### config.mk
export PLATFORM = sky130hd
export DESIGN_NAME = hazard_ctrl
export DESIGN_NICKNAME = d
export VERILOG_FILES = /design/src/rtl/hazard_ctrl.sv
export SDC_FILE = /design/constraint.sdc
export NUM_CORES = 1
export LEC_CHECK = 0
export CORE_ASPECT_RATIO = 1.1
export CORE_MARGIN = 2
export CORE_UTILIZATION = 40
export DETAILED_ROUTE_END_ITERATION = 10
export GPL_TIMING_DRIVEN = 0
export PLACE_DENSITY_LB_ADDON = 0.3
export SETUP_SLACK_MARGIN = 0.15
export SYNTH_ARGS = -nofsm -noshare
export SYNTH_HDL_FRONTEND = slang
export SYNTH_SLANG_ARGS = --single-unit
### constraint.sdc
create_clock -name clk -period 2.2 [get_ports clk]
set_clock_uncertainty 0.05 [all_clocks]
set_input_delay 0.44 -clock clk [delete_from_list [all_inputs] [get_ports clk]]
set_output_delay 0.44 -clock clk [all_outputs]
set_load 0.01 [all_outputs]
### src/rtl/hazard_ctrl.sv
`default_nettype none
// ============================================================================
// Module   : hazard_ctrl
// Purpose  : Pipeline interlock controller for the 5-stage RV32 core. Handles
//            the hazards operand forwarding cannot fix: load-use, multi-cycle
//            MUL/DIV in EX, data-memory wait and taken branch/jump. Drives
//            per-stage stall/bubble/flush strobes and the MDU start/done
//            handshake.
// Ports    : clk, rst (async, active-high)
//            ID/EX hazard inputs : id_rs1, id_rs2, id_use_rs1, id_use_rs2,
//                                  ex_rd, ex_is_load, ex_mdu_valid,
//                                  ex_branch_taken
//            MDU / memory        : mdu_done, mem_wait
//            Strobes (comb)      : pc_stall, if_id_stall, if_id_flush,
//                                  id_ex_stall, id_ex_bubble, ex_mem_stall,
//                                  ex_mem_bubble, mem_wb_bubble, pc_redirect,
//                                  mdu_start
//            Status (reg)        : mdu_err (sticky timeout flag)
// Options  : `define HAZARD_PERF_EN adds saturating performance counters
//            perf_stall_cycles, perf_flushes, perf_loaduse (CNT_W bits).
// Revision : 1.0 - initial release
// ============================================================================
module hazard_ctrl #(
  parameter int MDU_TIMEOUT = 64,
  parameter int CNT_W       = 16
) (
  input  logic             clk,
  input  logic             rst,
  input  logic [4:0]       id_rs1,
  input  logic [4:0]       id_rs2,
  input  logic             id_use_rs1,
  input  logic             id_use_rs2,
  input  logic [4:0]       ex_rd,
  input  logic             ex_is_load,
  input  logic             ex_mdu_valid,
  input  logic             ex_branch_taken,
  input  logic             mdu_done,
  input  logic             mem_wait,
  output logic             pc_stall,
  output logic             if_id_stall,
  output logic             if_id_flush,
  output logic             id_ex_stall,
  output logic             id_ex_bubble,
  output logic             ex_mem_stall,
  output logic             ex_mem_bubble,
  output logic             mem_wb_bubble,
  output logic             pc_redirect,
  output logic             mdu_start,
  output logic             mdu_err
`ifdef HAZARD_PERF_EN
  ,
  output logic [CNT_W-1:0] perf_stall_cycles,
  output logic [CNT_W-1:0] perf_flushes,
  output logic [CNT_W-1:0] perf_loaduse
`endif
);

  localparam int                c_WCNT_W = $clog2(MDU_TIMEOUT + 1);
  localparam logic [c_WCNT_W-1:0] c_TMO  = c_WCNT_W'(MDU_TIMEOUT);

  typedef enum logic [0:0] {
    S_RUN      = 1'b0,
    S_MDU_WAIT = 1'b1
  } state_t;

  state_t              r_state;
  logic                r_done_seen;
  logic [c_WCNT_W-1:0] r_wait_cnt;
  logic                r_err;

  logic w_load_use;
  logic w_lu_fire;
  logic w_release;
  logic w_pc_stall, w_if_id_stall, w_if_id_flush, w_id_ex_stall;
  logic w_id_ex_bubble, w_ex_mem_stall, w_ex_mem_bubble, w_mem_wb_bubble;
  logic w_pc_redirect, w_mdu_start;
  logic [c_WCNT_W-1:0] w_cnt_nxt;

  assign w_load_use = ex_is_load && (ex_rd != 5'd0) &&
                      ((id_use_rs1 && (id_rs1 == ex_rd)) ||
                       (id_use_rs2 && (id_rs2 == ex_rd)));

  assign w_cnt_nxt = (r_wait_cnt == c_TMO) ? r_wait_cnt : r_wait_cnt + 1'b1;

  // Strobes are pure combinational decode; rst gates them all to zero.
  always_comb begin
    w_pc_stall      = 1'b0;
    w_if_id_stall   = 1'b0;
    w_if_id_flush   = 1'b0;
    w_id_ex_stall   = 1'b0;
    w_id_ex_bubble  = 1'b0;
    w_ex_mem_stall  = 1'b0;
    w_ex_mem_bubble = 1'b0;
    w_mem_wb_bubble = 1'b0;
    w_pc_redirect   = 1'b0;
    w_mdu_start     = 1'b0;
    w_lu_fire       = 1'b0;
    w_release       = 1'b0;
    if (!rst) begin
      if (mem_wait) begin
        // Full freeze: everything up to EX/MEM holds, WB gets a bubble.
        w_pc_stall      = 1'b1;
        w_if_id_stall   = 1'b1;
        w_id_ex_stall   = 1'b1;
        w_ex_mem_stall  = 1'b1;
        w_mem_wb_bubble = 1'b1;
      end else if (r_state == S_MDU_WAIT) begin
        if (mdu_done || r_done_seen) begin
          // Release cycle: no stalls so EX/MEM captures the MDU result.
          w_release = 1'b1;
        end else begin
          w_pc_stall      = 1'b1;
          w_if_id_stall   = 1'b1;
          w_id_ex_stall   = 1'b1;
          w_ex_mem_bubble = 1'b1;
        end
      end else if (ex_mdu_valid) begin
        w_mdu_start     = 1'b1;
        w_pc_stall      = 1'b1;
        w_if_id_stall   = 1'b1;
        w_id_ex_stall   = 1'b1;
        w_ex_mem_bubble = 1'b1;
      end else if (ex_branch_taken) begin
        // The ID instruction is killed, so a coincident load-use is moot.
        w_pc_redirect  = 1'b1;
        w_if_id_flush  = 1'b1;
        w_id_ex_bubble = 1'b1;
      end else if (w_load_use) begin
        w_lu_fire      = 1'b1;
        w_pc_stall     = 1'b1;
        w_if_id_stall  = 1'b1;
        w_id_ex_bubble = 1'b1;
      end
    end
  end

  always_ff @(posedge clk or posedge rst) begin
    if (rst) begin
      r_state     <= S_RUN;
      r_done_seen <= 1'b0;
      r_wait_cnt  <= '0;
      r_err       <= 1'b0;
    end else begin
      case (r_state)
        S_RUN: begin
          if (!mem_wait && ex_mdu_valid) begin
            r_state    <= S_MDU_WAIT;
            r_wait_cnt <= '0;
          end
        end
        S_MDU_WAIT: begin
          r_wait_cnt <= w_cnt_nxt;
          if (w_cnt_nxt == c_TMO) r_err <= 1'b1;
          if (mem_wait && mdu_done) begin
            // Result arrived while frozen; remember it for the release.
            r_done_seen <= 1'b1;
          end else if (w_release) begin
            r_done_seen <= 1'b0;
            r_state     <= S_RUN;
          end
        end
        default: r_state <= S_RUN;
      endcase
    end
  end

`ifdef HAZARD_PERF_EN
  logic [CNT_W-1:0] r_perf_stall;
  logic [CNT_W-1:0] r_perf_flush;
  logic [CNT_W-1:0] r_perf_lu;

  always_ff @(posedge clk or posedge rst) begin
    if (rst) begin
      r_perf_stall <= '0;
      r_perf_flush <= '0;
      r_perf_lu    <= '0;
    end else begin
      if (w_pc_stall && (r_perf_stall != '1))    r_perf_stall <= r_perf_stall + 1'b1;
      if (w_if_id_flush && (r_perf_flush != '1)) r_perf_flush <= r_perf_flush + 1'b1;
      if (w_lu_fire && (r_perf_lu != '1))        r_perf_lu    <= r_perf_lu + 1'b1;
    end
  end

  assign perf_stall_cycles = r_perf_stall;
  assign perf_flushes      = r_perf_flush;
  assign perf_loaduse      = r_perf_lu;
`else
  // Performance counters not built.
`endif

  assign pc_stall      = w_pc_stall;
  assign if_id_stall   = w_if_id_stall;
  assign if_id_flush   = w_if_id_flush;
  assign id_ex_stall   = w_id_ex_stall;
  assign id_ex_bubble  = w_id_ex_bubble;
  assign ex_mem_stall  = w_ex_mem_stall;
  assign ex_mem_bubble = w_ex_mem_bubble;
  assign mem_wb_bubble = w_mem_wb_bubble;
  assign pc_redirect   = w_pc_redirect;
  assign mdu_start     = w_mdu_start;
  assign mdu_err       = r_err;

endmodule
`default_nettype wire

# Word level (Yosys, flattened, before mapping)
# Cells that the tools add are included.
[classes]
add_sub_neg = 1
eq_ne = 5
muxes = 41
bitwise = 1
reduce_logical = 13
[ops]
columns = ["op", "n"]
rows = [
  ["1-bit two-way mux", 37],
  ["7-bit == test (second input constant)", 2],
  ["7-bit two-way mux", 2],
  ["7-bit case mux with 2 select lines", 1],
  ["5-bit == test", 2],
  ["7-bit by 1-bit adder with 7-bit output (second input constant)", 1],
  ["1-bit logical AND", 6],
  ["5-bit nonzero test", 1],
  ["2-bit AND reduction", 2],
  ["1-bit logical OR", 2],
  ["2-bit inequality test (second input constant)", 1],
  ["1-bit case mux with 2 select lines", 1],
  ["2-bit nonzero test", 1],
  ["1-bit zero test", 1],
  ["1-bit inverter", 1],
]
[totals]
ff_bits = 10
input_bits = 24
out_inout_bits = 11
elab_cells = 65

# Depth between registers and ports, before layout
[depth]
depth_word = 10
ltp_mapped = 6
ltp_nobuf = 6

# Least setup slack after synthesis
# OpenSTA, ideal clock, no wires.
[synth_path]
path_type = "input to output"
startpoint = "input ex_rd[1]"
endpoint = "output pc_stall"
t_arrival_ns = 1.433
t_required_ns = 1.710
setup_slack_ns = 0.277
stages = 4
path_buffers = 1
path_cell_list = "or4_1 > o211ai_1 > o21bai_1 > buf_4"
[synth_between]
elab_chain_cells = 10
[synth_rtl]
columns = ["element", "line", "source"]
rows = [
  ["from (decl)", "33", "input logic [4:0] ex_rd,"],
  ["5-bit == test (on tied branches)", "80, 81", ""],
  ["1-bit logical AND (on tied branches)", "80, 81", ""],
  ["1-bit logical OR", "80", "((id_use_rs1 && (id_rs1 == ex_rd)) ||"],
  ["1-bit logical AND (*)", "79", "assign w_load_use = ex_is_load && (ex_rd != 5'd0) &&"],
  ["1-bit two-way mux (*) (6 in a row)", "-", ""],
  ["to (decl)", "39", "output logic pc_stall,"],
]
# Every way passes the cells marked *; elsewhere a longest branch is shown, timed or not.

# Final worst setup path
[layout_path]
startpoint = "register r_state"
endpoint = "output pc_stall"
[layout_between]
elab_chain_cells = 3
[layout_rtl]
columns = ["element", "line", "source"]
rows = [
  ["from (decl)", "66", "state_t r_state;"],
  ["from (signal assigned)", "139", "r_state <= S_RUN;"],
  ["from (signal assigned)", "147", "r_state <= S_MDU_WAIT;"],
  ["from (signal assigned)", "159", "r_state <= S_RUN;"],
  ["1-bit two-way mux", "107", "end else if (r_state == S_MDU_WAIT) begin"],
  ["1-bit two-way mux", "100", "if (mem_wait) begin"],
  ["1-bit two-way mux", "99", "if (!rst) begin"],
]
# Every way passes these cells.

==> impl_metrics.yaml <==
timing:
  rsz0062_at_grt: "yes"
  worst_slew_pin_slew_ps: 647
  setup_viol: 0
  holdWs_ps: 203
  max_clock_freq_ghz: 0.466
  finalHoldViolCount: 0
  post-route-period-util_pct: 97.6
  relSlewSlack_pct: 56.9
  fin_crit_ps: 2150
  drv_slew: 0
route:
  num_vias: 922
  first_iter_violations: 11
  viasPerCell: 5.39
  drt_pass1_iterations: 4
  routed_wl_microns: 2300
  wl_per_cell_microns: 13.4
  drt.antenna.violating_nets: 0
  drc: 0
synthesis:
  synth_most_common_cell: "dfrtp_1"
  synthesis.area_sq_um: 856
  syn_nets: 126
  ys_seq_elements: 10
  ys.flop_type: "dfrtp_1"
  syn_avg_cell_area_sq_um: 8.56
  synthArstFlopShare_pct: 100
  syn_inst: 100
  synth.area.top_cells: "dfrtp_1 29%, xor2_1 9.2%, xnor2_1 4.1%, a21oi_1 3.5%, o21ai_1 3.5%"
  synth_edf_count: 0
  yosys.area.top_type: "dfrtp_1"
  netlist_top_cells_count: "10 x dfrtp_1, 9 x xor2_1, 7 x nor2_1"
  synth_top_area_share_pct: 29.2
  ys_types: 37
  yosysWarnings: 0
  seq_area_frac_synth_pct: 29.2
power:
  leakagePower_nw: 0.579
  power_mw: 1.03
  peakVddDrop_mv: 0.419
  powerDensity_nw_per_um2: 783
clocking:
  clkTransAtPathRegs_ps: 70
  cts_buffers: 3
  cts_tree: "done"
  clock_latency_ps: 280
  cts_max_path_buffers: 2
  root_buffer: "clkbuf_4"
  cts_hold_repair.buffers: 0
  htree_levels: 1
  clock-sinks: 10
floorplan:
  die_area_sq_um: 2530
  pin_count: 35
  start_util_pct: 42.4
  die_y_microns: 52.5
  die_w_microns: 48.1
  core_area_sq_um: 2020
  rows: 17
critical_path:
  cp_max_fo: 7
  critPathArrivalTime_ps: 1660
  critical_path_required_ps: 1710
  end_kind: "output pin"
  cp-start-kind: "flop"
  path_class: "reg -> out"
  ff2ff_path_depth: 6
run_status:
  status: "finished, final reports clean"
placement:
  gp_congestion: 0.864
  port_buffers: 33
  hpwl_microns: 1600
global_routing:
  grt_pass1_wl_microns: 3740
  grt_usage_pct: 20.8
  grt-ovfl-total: 0
  grt_pass1_vias: 879
  grt_max_degree: 11
  antenna_found_initial: 0
finish:
  diodes: 0
  fin_nets: 171
  area_growth_syn_to_layout_pct: 53.7
  multiInputGateArea_sq_um: 598
  final_core_util_pct: 65.1
  seqCellArea_sq_um: 250
  nFillCells: 171
  drive_above_1_share_pct: 32.2
job:
  cap_violations: 0
hold_path:
  hp-class: "in -> async"
==> power by group <==
| group | switching (mW) | internal [mW] |
|---|---|---|
| Clock | 0.0688 | 0.0635 |
| Combinational | 0.278 | 0.299 |
| Sequential | 0.0729 | 0.248 |
==> metal layers <==
layer	track usage (%)	wire length, microns	up-vias
met5	0	0	-
met4	6.76	44	0
met3	3.45	132	5
met2	38.2	1260	34
met1	23.0	865	440
li1	-	-	443
==> worst max-delay path: stages, from the launching register on <==
cell      delay [ps]
dfrtp_1          370
buf_6            120
buf_6            130
mux2i_4          240
a21oi_2           80
o21bai_2         190
buf_4            130
buf_6            110
==> cell type report <==
class | instances | share of cell area (%)
Buffer | 7 | 4.38
Timing Repair Buffer | 40 | 25.3
Inverter | 5 | 1.43
Tap cell | 28 | 2.66
Multi-Input combinational cell | 78 | 45.5
Clock buffer | 3 | 1.71
Sequential cell | 10 | 19.0
==> repair_timing <==
| item | CTS | global route |
|---|---|---|
| gates resized for setup | 79 | 17 |
| endpoints found under the setup margin | 10 | 7 |
| buffers inserted | 6 | 1 |
| cloned | 0 | 0 |
| pin swaps | 13 | 6 |
==> worst paths after layout <==
kind / startpoint / end / slack [ps]
max: r_state$_DFF_PP0_ / pc_stall / 50
min: rst / r_done_seen$_DFFE_PP0P_ / 200
max reg2reg: r_wait_cnt[0]$_DFFE_PP0P_ / r_wait_cnt[3]$_DFFE_PP0P_ / 460
min reg2reg: mdu_err$_DFFE_PP0P_ / mdu_err$_DFFE_PP0P_ / 430
max in group asynchronous: rst / r_wait_cnt[3]$_DFFE_PP0P_ / 1610
min in group clk: mdu_err$_DFFE_PP0P_ / mdu_err$_DFFE_PP0P_ / 430
==> cell families after synthesis <==
group	count (synthesis)	share of synthesized area, %
AO/OA/AOI/OAI	30	23.2
flip-flops	10	29.2
XOR/XNOR	13	13.3
AND/OR/NAND/NOR	31	20.9
adder cells (fa/ha/maj)	2	2.92
multiplexers	2	2.34
buffers and inverters	12	8.04
==> sequential cells by signal (all words and copies together), names as in the netlist <==
register     cells
r_wait_cnt       7
r_done_seen      1
mdu_err          1
r_state          1
==> through the flow <==
step	setup slack [ps]	setup TNS (ps)	std cells	area (sq um)
floorplan	277	0	100	856
global placement	-715	-3250	161	1220
detailed placement	-718	-3400	161	1220
CTS	-20.5	-20.5	170	1290
global route	-6.25	-6.25	171	1320
finish	53.3	0	171	1320
==> cells in the final DEF (no fill, tap or decap), drive strengths merged, types with 5 or more instances in the layout <==
cell / n
nor2: 7
nand2: 5
clkdlybuf4s50: 8
dfrtp: 10
clkdlybuf4s15: 6
o21ai: 8
buf: 24
clkbuf: 7
a21oi: 7
xor2: 9
inv: 5
Note: power is estimated with default switching activity, not from simulation.
==> RTL edit 1, RTL diff (same flow settings) <==
Put a register stage on the output `pc_redirect`. The value now appears one clock later. The other outputs are not delayed to match.
--- a/src/rtl/hazard_ctrl.sv
+++ b/src/rtl/hazard_ctrl.sv
@@ -196,7 +196,9 @@
   assign ex_mem_stall  = w_ex_mem_stall;
   assign ex_mem_bubble = w_ex_mem_bubble;
   assign mem_wb_bubble = w_mem_wb_bubble;
-  assign pc_redirect   = w_pc_redirect;
+  always_ff @(posedge clk) begin
+    pc_redirect <= w_pc_redirect;
+  end
   assign mdu_start     = w_mdu_start;
   assign mdu_err       = r_err;
 
Behaviour: not the same (Yosys sat finds a counterexample within 4 cycles, from zero or initial values and one cycle with rst high).
==> RTL edit 1 against the original RTL <==
  * Maximum frequency decreased by 5.7%
  * Wire length is 8.3% higher
  * Setup slack got worse by 0.13 ns
  * The run now ends with setup timing left
  * Sequential cell count rose by 1
  * Global-route usage up 2.0 points
  * Synthesized cell count grew 2.0%
  * Total power decreased by 1.7%
  * Synthesized area fell by 0.44%
  * Design area increased by 10%
==> RTL edit 1: results (changes against the original RTL) <==
* Met1 GRT Util at 27.85% (+4.9 points)
* Global Route Usage Sum at 22.84% (+2.0 points)
* Nets in the synthesized netlist at 128 (+1.6%)
* Post-Syn Area per Cell at 8.354 um^2 (-2.4%)
* Async set-reset flop share out of synthesis at 90.91% (-9.1 points)
* Count of input and output buffers at 33 (unchanged)
* Vias per cell at 5.254 (-2.6%)
* Maximum clock path buffer count at 2 (unchanged)
* Critical Path Fanout Max at 3 (-4)
* Number of H-tree levels at 1 (unchanged)
* Area contributors post-synth: sky130_fd_sc_hd__dfrtp_1 29%, sky130_fd_sc_hd__xor2_1 9.3%, sky130_fd_sc_hd__o21ai_0 6.5%
* Root Buffer: sky130_fd_sc_hd__clkbuf_4
* Count of max-cap constraint violations at 0 (unchanged)
* Placer congestion estimate at 0.8232 (-4.7%)
* Tightest Pin Transition at 0.6577 ns (+0.01120 ns)
* Slowest cell delay on critical path at 0.54 ns (+0.17 ns)
* Final antenna diode count at 0 (unchanged)
* Num CTS Buffers at 3 (unchanged)
* Leak pwr at 0.0006568 uW (+13%)
* Register with the most flip-flops: r_wait_cnt
* Pin count of the biggest net entering global routing at 11 (unchanged)
* CTS tree: built
* Number of DRC markers in iteration 0 at 5 (-6)
* Setup TNS at -0.08054 ns (-0.08054 ns)
* Data arrival time at the worst-slack endpoint at 1.79 ns (+0.13 ns)
* GRT met2 Usage at 36.89% (-1.3 points)
* ANT nets after route at 0 (unchanged)
* Routing usage on met3 at 5.517% (+2.1 points)
* Vias in the first global route at 940 (+6.9%)
* Largest register FFs at 7 (unchanged)
* Number of cells in the design after placement at 163 (+1.2%)
* Final worst setup slack at -0.07700 ns (-0.1303 ns)
* Slowest stage cell, crit path: sky130_fd_sc_hd__or4_4
* Top cell types by occurrence after synthesis: 11 x sky130_fd_sc_hd__o21ai_0, 10 x sky130_fd_sc_hd__dfrtp_1, 9 x sky130_fd_sc_hd__xor2_1, 8 x sky130_fd_sc_hd__inv_1, 8 x sky130_fd_sc_hd__nand2_1
* Wire length of the first global-routing pass at 4.043 mm (+8.1%)
* Clock slew at the register clock pins of the worst setup and hold paths at 0.07 ns (about the same)
* HPWL Detailed at 1.617 mm (+1.1%)
* WL met2 at 1.242 mm (-1.1%)
* Outcome: finished with violations
* CP top delay family: simple AND/OR/NAND/NOR gates
* Met3 wire len at 117 um (-11%)
* Fraction of final layout cells sized beyond drive strength 1 at 39.60% (+7.4 points)
* Uppermost layer routed: met4
* Total of warnings raised by yosys at 0 (unchanged)
* Cell Count, Final, Fillers Out at 177 (+3.5%)
* Final setup violating endpoints at 2 (+2)
* Number of distinct standard cells referenced by the synthesized netlist at 37 (unchanged)
* Post-DR wirelength/cell at 14.06 um (+4.6%)
* Initial antenna violation count at 0 (unchanged)
* Worst ir drop on vdd at 399.1 uV (-4.8%)
* Metal1 wirelength at 1.078 mm (+25%)
* Violations in the final reports: setup timing
* Later-pin clock latency in the skew report at 0.28 ns (about the same)
* Leading register cell type out of synthesis: sky130_fd_sc_hd__dfrtp_1
* Sequential element share of the synthesized area at 31.72% (+2.5 points)
* First-pass detailed-route iteration total at 4 (unchanged)
-- RTL edit 1: changes by cell type in the layout (fill, tap and decap cells not counted), sizes merged, moves of 3 or more --
cell	unedited run	this run
clkbuf	7	10
clkdlybuf4s15	6	3
clkdlybuf4s50	8	5
dlygate4sd2	4	7
dlymetal6s2s	0	3
inv	5	8
nand2	5	8
nand3	4	1
o21ai	8	11
-- RTL edit 1: final cells by class --
type	instances	area, um^2
Buffer	7	47.55
Tap cell	28	35.03
Sequential cell	11	272.8
Fill cell	145	573.1
Multi-Input combinational cell	76	640.6
Clock buffer	4	26.28
Timing Repair Buffer	43	395.4
Inverter	8	30.03
-- RTL edit 1: worst register-to-register path, delay by kind of cell, from the launching register on --
| kind | cells | cell delay [ns] |
|---|---|---|
| AOI/OAI and AO/OA | 2 | 0.41 |
| adders and majority gates | 1 | 0.15 |
| buffers and inverters | 1 | 0.08 |
| DFF | 1 | 0.45 |
| and+or+nand+nor | 2 | 0.74 |
-- RTL edit 1: kinds of logic (layout without fill, tap and decap cells) --
kind of cell | Yosys count | count (layout) | share of synthesized area, %
buf+inv | 15 | 62 | 8.516
simple gates | 31 | 31 | 20.26
fa+ha+maj | 2 | 2 | 2.936
compound gates | 27 | 27 | 19.97
mux | 1 | 1 | 1.175
flops | 11 | 11 | 31.72
xor+xnor | 15 | 15 | 15.42
-- RTL edit 1: worst paths after layout --
| path | start | to | depth (start not counted) | slack [ns] |
|---|---|---|---|---|
| setup / recovery | ex_rd[1] | pc_stall | 8 | -0.08 |
| hold / removal | rst | mdu_err | 2 | 0.27 |
| setup reg to reg | r_wait_cnt[0] | r_wait_cnt[4] | 6 | 0.22 |
| hold reg to reg | mdu_err | mdu_err | 1 | 0.42 |
| max in group asynchronous | rst | r_state | 2 | 1.53 |
| min in group clk | mdu_err | mdu_err | 1 | 0.42 |
-- RTL edit 1: metrics by stage --
stage	instance area (um^2)	hold WS, ns	util, %	setup WS (ns)
finish	1448	0.2719	71.64	-0.07700
detailed placement	1217	0.4109	60.25	-0.8217
global route	1448	0.3254	71.64	-0.1101
CTS	1308	0.2256	64.71	-0.09015
floorplan	852.1	0.4170	-	0.1845
global placement	1217	0.4028	60.25	-0.7937
-- RTL edit 1: timing repair --
action / CTS / global route
endpoints found under the hold margin: 0 / 0
gates resized for setup: 82 / 34
endpoints found under the setup margin: 9 / 9
setup buffers: 6 / 4
pin swaps: 15 / 11
-- RTL edit 1: report_power, final --
group / total [uW] / internal [uW] / leakage [uW] / switching, uW
Combinational: 539 / 283 / 0.000510 / 256
Clock: 141 / 70.4 / 0.0000150 / 70.6
Sequential: 332 / 267 / 0.000131 / 65.6
Total: 1010 / 620 / 0.000657 / 393
==> RTL edit 2, RTL diff (same settings) <==
Made on the original files. The option `HAZARD_PERF_EN` is turned on by a define.
--- a/src/rtl/hazard_ctrl.sv
+++ b/src/rtl/hazard_ctrl.sv
@@ -20,6 +20,8 @@
 //            perf_stall_cycles, perf_flushes, perf_loaduse (CNT_W bits).
 // Revision : 1.0 - initial release
 // ============================================================================
+`define HAZARD_PERF_EN
+
 module hazard_ctrl #(
   parameter int MDU_TIMEOUT = 64,
   parameter int CNT_W       = 16
Check against the original RTL (old outputs only; new: perf_flushes, perf_loaduse and perf_stall_cycles): equivalent (equiv_simple and equiv_induct, registers matched by name and starting in step).
==> RTL edit 2 against the original RTL <==
  * The flow now finishes with violations (setup timing)
  * Total power increased to 3.2 times the old value
  * Sequential cell count increased by 48
  * Setup slack got worse by 0.29 ns
  * Synthesized area increased to 3.6 times the old value
  * Design area increased to 3.6 times the old value
  * Wire length increased to 3.4 times the old value
  * First-iteration DRC count increased by 140%
  * Critical path type is now in2out
==> RTL edit 2: results (changes against the original RTL) <==
* Outcome: finished with violations
* Violations in the final reports: setup timing
* Number of distinct standard cells referenced by the synthesized netlist at 42 (+14%)
* Final worst setup slack at -0.2353 ns (-0.2886 ns)
* Launching instance or port of the critical path: ex_rd[3]
* Slowest cell delay on critical path at 0.54 ns (+0.17 ns)
* Fraction of area in registers at 30.32% (+11 points)
* Worst ir drop on vdd at 501.6 uV (+20%)
* Area contributors post-synth: sky130_fd_sc_hd__dfrtp_1 47%, sky130_fd_sc_hd__xnor2_1 8.2%, sky130_fd_sc_hd__xor2_1 8.2%
* Synth Instances at 296 (+200%)
* Multi-input gate share of total cell area at 38.86% (-6.6 points)
* HPWL Detailed at 5.068 mm (+220%)
* Post-synthesis mux area share at 2.184% (-0.15 points)
* Number of flip-flops and latches at 58 (+48)
* Number of H-tree levels at 3 (+2)
* Tightest Pin Transition at 0.6208 ns (-0.02574 ns)
* Placer congestion estimate at 0.8379 (-3.0%)
* Final Core Density at 64.16% (-0.92 points)
* Floorplan die width at 87.84 um (+83%)
* Number of multi-input combinational cells at 218 (+180%)
* Root Buffer: sky130_fd_sc_hd__clkbuf_8
* Register-to-register path setup slack at 0.07 ns (-0.39 ns)
* Non-clock inverter count at 9 (+4)
* Final setup violating endpoints at 3 (+3)
* Vias per cell at 5.075 (-5.9%)
* Fraction of final layout cells sized beyond drive strength 1 at 30.36% (-1.8 points)
* Data arrival time at the worst-slack endpoint at 1.95 ns (+0.29 ns)
* Routed WL at 7.748 mm (+240%)
* Critical Path Fanout Max at 3 (-4)
* Top cell types by occurrence after synthesis: 58 x sky130_fd_sc_hd__dfrtp_1, 29 x sky130_fd_sc_hd__xnor2_1, 29 x sky130_fd_sc_hd__xor2_1, 26 x sky130_fd_sc_hd__nand2_1, 19 x sky130_fd_sc_hd__nand3_1
* Num CTS Buffers at 9 (+6)
* Later-pin clock latency in the skew report at 0.32 ns (+0.04 ns)
* Wire length of the first global-routing pass at 11.96 mm (+220%)
* Sequential element share of the synthesized area at 46.93% (+18 points)
* Startpoint of the worst register-to-register path: r_state
* CP top delay family: simple AND/OR/NAND/NOR gates
* Leak pwr at 0.002087 uW (+260%)
* Global Route Usage Sum at 17.96% (-2.8 points)
* Count of clock buffers in the final design at 12 (+9)
* Fin nets at 440 (+160%)
* Fraction of the mapped netlist area in compound gates at 7.079% (-16 points)
* Synthesized-area fraction occupied by xor and xnor cells at 16.42% (+3.1 points)
* Number of cells in the design after placement at 483 (+200%)
* Number of DRC markers in iteration 0 at 26 (+15)
* Pin count of the biggest net entering global routing at 33 (+22)
==> RTL edit 2: cell count changes in the layout (fill, tap and decap cells not counted), sizes merged, moves of 20 or more <==
cell           change
dfrtp             +48
nand2             +21
buf               +21
xnor2             +25
clkdlybuf4s50     +45
xor2              +20
==> RTL edit 2: where the power goes <==
part           switching, uW  leakage [uW]  internal (uW)
Clock                    399     0.0000962            545
Sequential               203      0.000771           1210
Combinational            453       0.00122            510
==> RTL edit 2: worst min path at each step <==
stage | start | endpoint | slack, ns | depth (start not counted)
2_1_floorplan | r_wait_cnt[6] | r_wait_cnt[6] | 0.44 | 1
3_3_place_gp | mdu_err | mdu_err | 0.41 | 1
3_5_place_dp | mdu_err | mdu_err | 0.41 | 1
4_1_cts | rst | r_wait_cnt[6] | 0.28 | 2
5_1_grt | rst | r_state | 0.34 | 2
6_report | rst | r_state | 0.27 | 2
==> RTL edit 2: kinds of logic after synthesis <==
group | after synthesis
buf+inv | 20
flops | 58
mux | 6
fa+ha+maj | 5
compound gates | 30
simple gates | 119
xor+xnor | 58
==> RTL edit 2: routing by layer <==
| metal | vias to the layer above | wire length, um | global-route usage (%) |
|---|---|---|---|
| met5 | - | 0 | 0 |
| met4 | 0 | 85 | 5.256 |
| met3 | 8 | 243 | 4.631 |
| met2 | 57 | 4013 | 31.25 |
| met1 | 1298 | 3404 | 21.84 |
| li1 | 1276 | - | - |
==> RTL edit 2: repair_timing <==
| action | in CTS | in global routing |
|---|---|---|
| buffers inserted | 12 | 9 |
| setup endpoints to repair | 57 | 51 |
| cloned | 0 | 1 |
| resized for setup | 109 | 82 |
| pin swaps | 24 | 26 |
